### src/rtl/process_scheduler.sv
// Round-robin process scheduler: slot store plus IDLE/RUN/SAVE/SELECT/LOAD switch FSM.
// Latency: quantum/halt at edge t -> ctx strobe in the cycle after edge t+2; back in RUN after t+3.
// Backpressure: create_ready_o drops while every slot is occupied; quantum/halt outside RUN are dropped.
module process_scheduler #(
  parameter int NPROC = 4,
  parameter int AW    = 32,
  parameter int QW    = 32,
  localparam int PW   = (NPROC > 1) ? $clog2(NPROC) : 1
) (
  input  logic          clk_i,
  input  logic          reset_i,
  input  logic          quantum_i,
  input  logic          halt_proc_i,
  input  logic [AW-1:0] save_pc_i,
  input  logic          create_valid_i,
  output logic          create_ready_o,
  input  logic [AW-1:0] create_pc_i,
  input  logic [AW-1:0] create_base_i,
  input  logic [QW-1:0] create_qtm_i,
  output logic          ctx_o,
  output logic [AW-1:0] resume_pc_o,
  output logic [AW-1:0] base_addr_o,
  output logic          tq_load_o,
  output logic [QW-1:0] tq_value_o,
  output logic [PW-1:0] cur_pid_o,
  output logic          running_o,
  output logic          all_idle_o
);

  typedef enum logic [2:0] {
    S_IDLE,
    S_RUN,
    S_SAVE,
    S_SELECT,
    S_LOAD
  } state_t;

  state_t              state_q;
  logic                halt_q;      // switch reason: 1 = halt, 0 = quantum expiry
  logic [PW-1:0]       start_q;     // first slot index examined by SELECT
  logic [PW-1:0]       cur_pid_q;
  logic                ctx_q;
  logic [AW-1:0]       resume_pc_q;
  logic [AW-1:0]       base_addr_q;
  logic [QW-1:0]       tq_value_q;

  logic [NPROC-1:0]    valid_q;
  logic [AW-1:0]       pc_q   [NPROC];
  logic [AW-1:0]       base_q [NPROC];
  logic [QW-1:0]       qtm_q  [NPROC];

  logic [PW-1:0]       free_pid_d;
  logic [PW-1:0]       sel_pid_d;
  logic [PW-1:0]       cand_d;
  logic                sel_found_d;
  logic                create_fire;
  logic [QW-1:0]       sel_qtm;

  assign create_ready_o = ~&valid_q;
  assign create_fire    = create_valid_i & create_ready_o;
  assign sel_qtm        = qtm_q[sel_pid_d];

  // Lowest-index free slot; descending scan so the smallest index wins.
  always_comb begin
    free_pid_d = '0;
    for (int i = NPROC - 1; i >= 0; i--) begin
      if (!valid_q[i]) free_pid_d = PW'(i);
    end
  end

  // First valid slot at start_q, start_q+1, ... (wrapping); descending scan keeps the nearest.
  always_comb begin
    sel_pid_d   = '0;
    sel_found_d = 1'b0;
    cand_d      = '0;
    for (int i = NPROC - 1; i >= 0; i--) begin
      cand_d = start_q + PW'(i);
      if (valid_q[cand_d]) begin
        sel_pid_d   = cand_d;
        sel_found_d = 1'b1;
      end
    end
  end

  // Slot store: creates fill a free slot, SAVE either frees or checkpoints the running slot.
  // A create never targets the running slot because that slot is still valid.
  always_ff @(posedge clk_i) begin
    if (reset_i) begin
      valid_q <= '0;
      for (int i = 0; i < NPROC; i++) begin
        pc_q[i]   <= '0;
        base_q[i] <= '0;
        qtm_q[i]  <= '0;
      end
    end else begin
      if (create_fire) begin
        valid_q[free_pid_d] <= 1'b1;
        pc_q[free_pid_d]    <= create_pc_i;
        base_q[free_pid_d]  <= create_base_i;
        qtm_q[free_pid_d]   <= create_qtm_i;
      end
      if (state_q == S_SAVE) begin
        if (halt_q) valid_q[cur_pid_q] <= 1'b0;
        else        pc_q[cur_pid_q]    <= save_pc_i;
      end
    end
  end

  // Context-switch FSM; the resume context is registered on the SELECT->LOAD edge so it is
  // valid for the whole ctx cycle and held until the next switch.
  always_ff @(posedge clk_i) begin
    if (reset_i) begin
      state_q     <= S_IDLE;
      halt_q      <= 1'b0;
      start_q     <= '0;
      cur_pid_q   <= '0;
      ctx_q       <= 1'b0;
      resume_pc_q <= '0;
      base_addr_q <= '0;
      tq_value_q  <= '0;
    end else begin
      ctx_q <= 1'b0;
      case (state_q)
        S_IDLE: begin
          if (|valid_q) begin
            start_q <= '0;
            state_q <= S_SELECT;
          end
        end
        S_RUN: begin
          if (halt_proc_i) begin
            halt_q  <= 1'b1;
            state_q <= S_SAVE;
          end else if (quantum_i) begin
            halt_q  <= 1'b0;
            state_q <= S_SAVE;
          end
        end
        S_SAVE: begin
          start_q <= cur_pid_q + PW'(1);
          state_q <= S_SELECT;
        end
        S_SELECT: begin
          if (sel_found_d) begin
            cur_pid_q   <= sel_pid_d;
            resume_pc_q <= pc_q[sel_pid_d];
            base_addr_q <= base_q[sel_pid_d];
            tq_value_q  <= (sel_qtm == '0) ? QW'(1) : sel_qtm;
            ctx_q       <= 1'b1;
            state_q     <= S_LOAD;
          end else begin
            state_q <= S_IDLE;
          end
        end
        S_LOAD: begin
          state_q <= S_RUN;
        end
        default: begin
          state_q <= S_IDLE;
        end
      endcase
    end
  end

  assign ctx_o       = ctx_q;
  assign tq_load_o   = ctx_q;
  assign resume_pc_o = resume_pc_q;
  assign base_addr_o = base_addr_q;
  assign tq_value_o  = tq_value_q;
  assign cur_pid_o   = cur_pid_q;
  assign running_o   = (state_q == S_RUN);
  assign all_idle_o  = ~|valid_q;

endmodule

### config.mk
export PLATFORM = sky130hd
export DESIGN_NAME = process_scheduler
export DESIGN_NICKNAME = d
export VERILOG_FILES = /design/src/rtl/process_scheduler.sv
export SDC_FILE = /design/constraint.sdc
export NUM_CORES = 1
export LEC_CHECK = 0
export CORE_MARGIN = 5
export CORE_UTILIZATION = 46
export CTS_CLUSTER_SIZE = 28
export DETAILED_ROUTE_END_ITERATION = 8
export GPL_ROUTABILITY_DRIVEN = 0
export PLACE_DENSITY = 0.7
export SYNTH_ARGS = -nofsm -noshare
export SYNTH_HDL_FRONTEND = slang
export SYNTH_SLANG_ARGS = --single-unit
### constraint.sdc
create_clock -name clk_i -period 6.35 [get_ports clk_i]
set_clock_uncertainty 0.15 [all_clocks]
set_input_delay 1.905 -clock clk_i [delete_from_list [all_inputs] [get_ports clk_i]]
set_output_delay 1.905 -clock clk_i [all_outputs]
set_load 0.02 [all_outputs]
==> summary.md <==
| Metric | Value |
|---|---|
| Final worst-path cycle share | `0.7946` |
| Hold WC Path Type | `register to register` |
| Ports | `236` |
| Gr ovfl total | `0` |
| CORE AREA | `0.04865 mm²` |
| Maxcap violations | `0` |
| Slew margin rel. | `0.1555` |
| Post-Syn Instances | `2,198` |
| Critical path class | `register to output pin` |
| Top cells by area, synth | `edfxtp_1 51%, dfxtp_1 9.7%, nand2_1 9.5%, and2_1 7.2%, nand3_1 6.6%` |
| Std cell rows | `81` |
| Avg Cell Area, Syn | `10.22 µm²` |
| Most frequent cell after synthesis | `nand2_1` |
| Drt pass-1 iters | `5` |
| Post-route setup TNS | `0 ps` |
| CTS tree | `built` |
| Cell variety after synth | `43` |
| First-pass GRT wire length | `97.73 mm` |
| Final worst setup slack | `1304 ps` |
| Root Buffer | `clkbuf_16` |
| Share of cells above drive strength 1 | `0.05944` |
| Setup slack, reg-to-reg | `1740 ps` |
| Setup WS pre-CTS | `1527 ps` |
| Antenna viol nets, final | `0` |
| Sequential area share after synthesis | `0.6105` |
| Final #Nets | `2,469` |
| Final hold violations | `0` |
| Setup violations, final | `0` |
| CTS clk-pin slew, worst paths | `60 ps` |
| # DRC | `0` |
| Fmax | `0.1982 GHz` |
| CTS max path bufs | `3` |
| RSZ-0062 raised after global routing | `false` |
| Total CTS buffers | `51` |
| Synth Cell Area | `0.02246 mm²` |
| Max VDD drop | `191.9 µV` |
| Largest net degree at the start of global routing | `98` |
| Via density | `5.758` |
| Flops & latches, synth | `493` |
| Chip height | `231.0 µm` |
| Post-DP HPWL | `36.05 mm` |
| # Post-CTS Setup Buffers | `0` |
| Fillcell total | `4,207` |
| Starting DRC count in detailed routing | `1,644` |
| Layout area overhead | `19.00%` |
| Synthesis warning total | `0` |
| Initial Utilization | `0.4617` |
| Required @ worst endpoint | `4300 ps` |
| Slew at the pin closest to its max-slew limit | `1267 ps` |
| Clock Latency Late Sink | `600 ps` |
| Die area | `0.05335 mm²` |
| Cell taking the most area after synthesis | `edfxtp_1` |
| Leakage power | `9.953 nW` |
| Tot GR Track Use | `0.2327` |
| Clock sinks | `493` |
| CP Capture Type | `output pin` |
| Mapped Nets | `2,335` |
| Post-synth top cells | `569 x nand2_1, 384 x edfxtp_1, 296 x nand3_1, 258 x and2_1, 137 x clkbuf_1` |
| Run status | `completed` |
| Main synth FF type | `edfxtp_1` |
| IO Port Bufs | `235` |
| Cts repair resizes | `0` |
| EDFF count, synth | `384` |
| Fin crit period | `5046 ps` |
| Worst EP arrival | `2990 ps` |
| Final Max Slew Viols | `0` |
| Routed wire per std cell | `21.26 µm` |
| Crit start category | `register` |
| Post-synth top area share | `0.5134` |
| Power Density | `273.4 mW/mm²` |
| Initial antenna violation count | `6` |
| H-tree lvl count | `2` |
| Die width | `231.0 µm` |
| CTS Hold Buffers Added | `0` |
| DR vias | `17,246` |
| WL final | `63.67 mm` |
| Async SR Flop Fraction | `0` |
| Vias in the first global route | `16,976` |
| Worst-path maximum fanout | `22` |
## power breakdown
| group | internal [mW] | switching, mW |
|---|---|---|
| Combinational | 0.243 | 0.454 |
| Sequential | 3.66 | 0.0554 |
| Clock | 1.67 | 1.23 |
| Total | 5.57 | 1.74 |
## routing by layer
layer	routed length (µm)	track usage	share of wire
met1	25590	0.3133	0.40
met2	29870	0.3746	0.47
met3	6142	0.05461	0.096
met4	2002	0.07764	0.031
met5	65	0	0.0010
## flip-flops by register name, summed over array words and instances (netlist names)
register / flops
cur_pid_o: 2
resume_pc_o: 32
base_q: 128
pc_q: 128
qtm_q: 128
start_q: 2
state_q: 3
halt_q: 1
ctx_o: 1
valid_q: 4
base_addr_o: 32
tq_value_o: 32
## placed cells by master (no fill, tap or decap), types with 5 or more instances in the layout
cell / instances
nand2_1: 567
edfxtp_1: 384
nand3_1: 295
and2_1: 260
clkdlybuf4s50_1: 234
dfxtp_1: 109
a21oi_1: 94
clkbuf_16: 53
nor2_1: 37
a22o_1: 34
buf_4: 32
nor4_1: 27
mux2i_1: 26
a221oi_1: 21
a32oi_1: 21
a22oi_1: 20
a21bo_2: 20
nor3b_1: 20
clkbuf_1: 20
o22ai_1: 12
clkinv_1: 8
a211oi_1: 7
nor2b_1: 6
and3_1: 5
clkbuf_8: 5
## logic make-up (layout without fill, tap and decap cells)
family                     count (synthesis)  after routing  share of synthesized area
and+or+nand+nor                         1248           1248                     0.2654
DFF                                      493            493                     0.6105
AOI/OAI and AO/OA                        238            238                    0.07526
buffers and inverters                    189            363                    0.03504
muxes                                     26             26                    0.01159
adders and majority gates                  4              4                   0.002228
other                                      0              1                          0
## critical path: stages, from the launching register on
cell and delay, ps:
dfxtp_1 400, nor2_2 730, nand2_1 380, inv_1 240, clkdlybuf4s50_1 640
## final cells by class
type | instances | area [µm²] | area share
Clock buffer | 78 | 1470 | 0.05500
Sequential cell | 493 | 13710 | 0.5130
Tap cell | 622 | 778.2 | 0.02912
Clock inverter | 15 | 121.4 | 0.004541
Antenna cell | 1 | 2.502 | 0.00009362
Multi-Input combinational cell | 1516 | 8046 | 0.3010
Timing Repair Buffer | 266 | 2582 | 0.09662
Inverter | 4 | 15.01 | 0.0005617
## per-stage QoR
stage                     area (µm²)  cells  total power, mW    util  hold slack, ps
after CTS                      26730   2994            7.348  0.5494           307.7
final                          26730   2995            7.307  0.5495           303.3
after global placement         25140   2901            4.450  0.5167           297.5
after floorplan                22470   2198            4.157       -           301.7
after detailed placement       25140   2901            4.474  0.5167           299.7
after global routing           26730   2995            7.563  0.5495           320.2
## final timing paths
path         cells after the start           start        endpoint
max                              4      valid_q[3]      all_idle_o
min                              2  tq_value_o[26]  tq_value_o[26]
max reg2reg                      9      valid_q[2]   tq_value_o[0]
min reg2reg                      2  tq_value_o[26]  tq_value_o[26]
No activity file was read; power rests on OpenSTA's default activity.
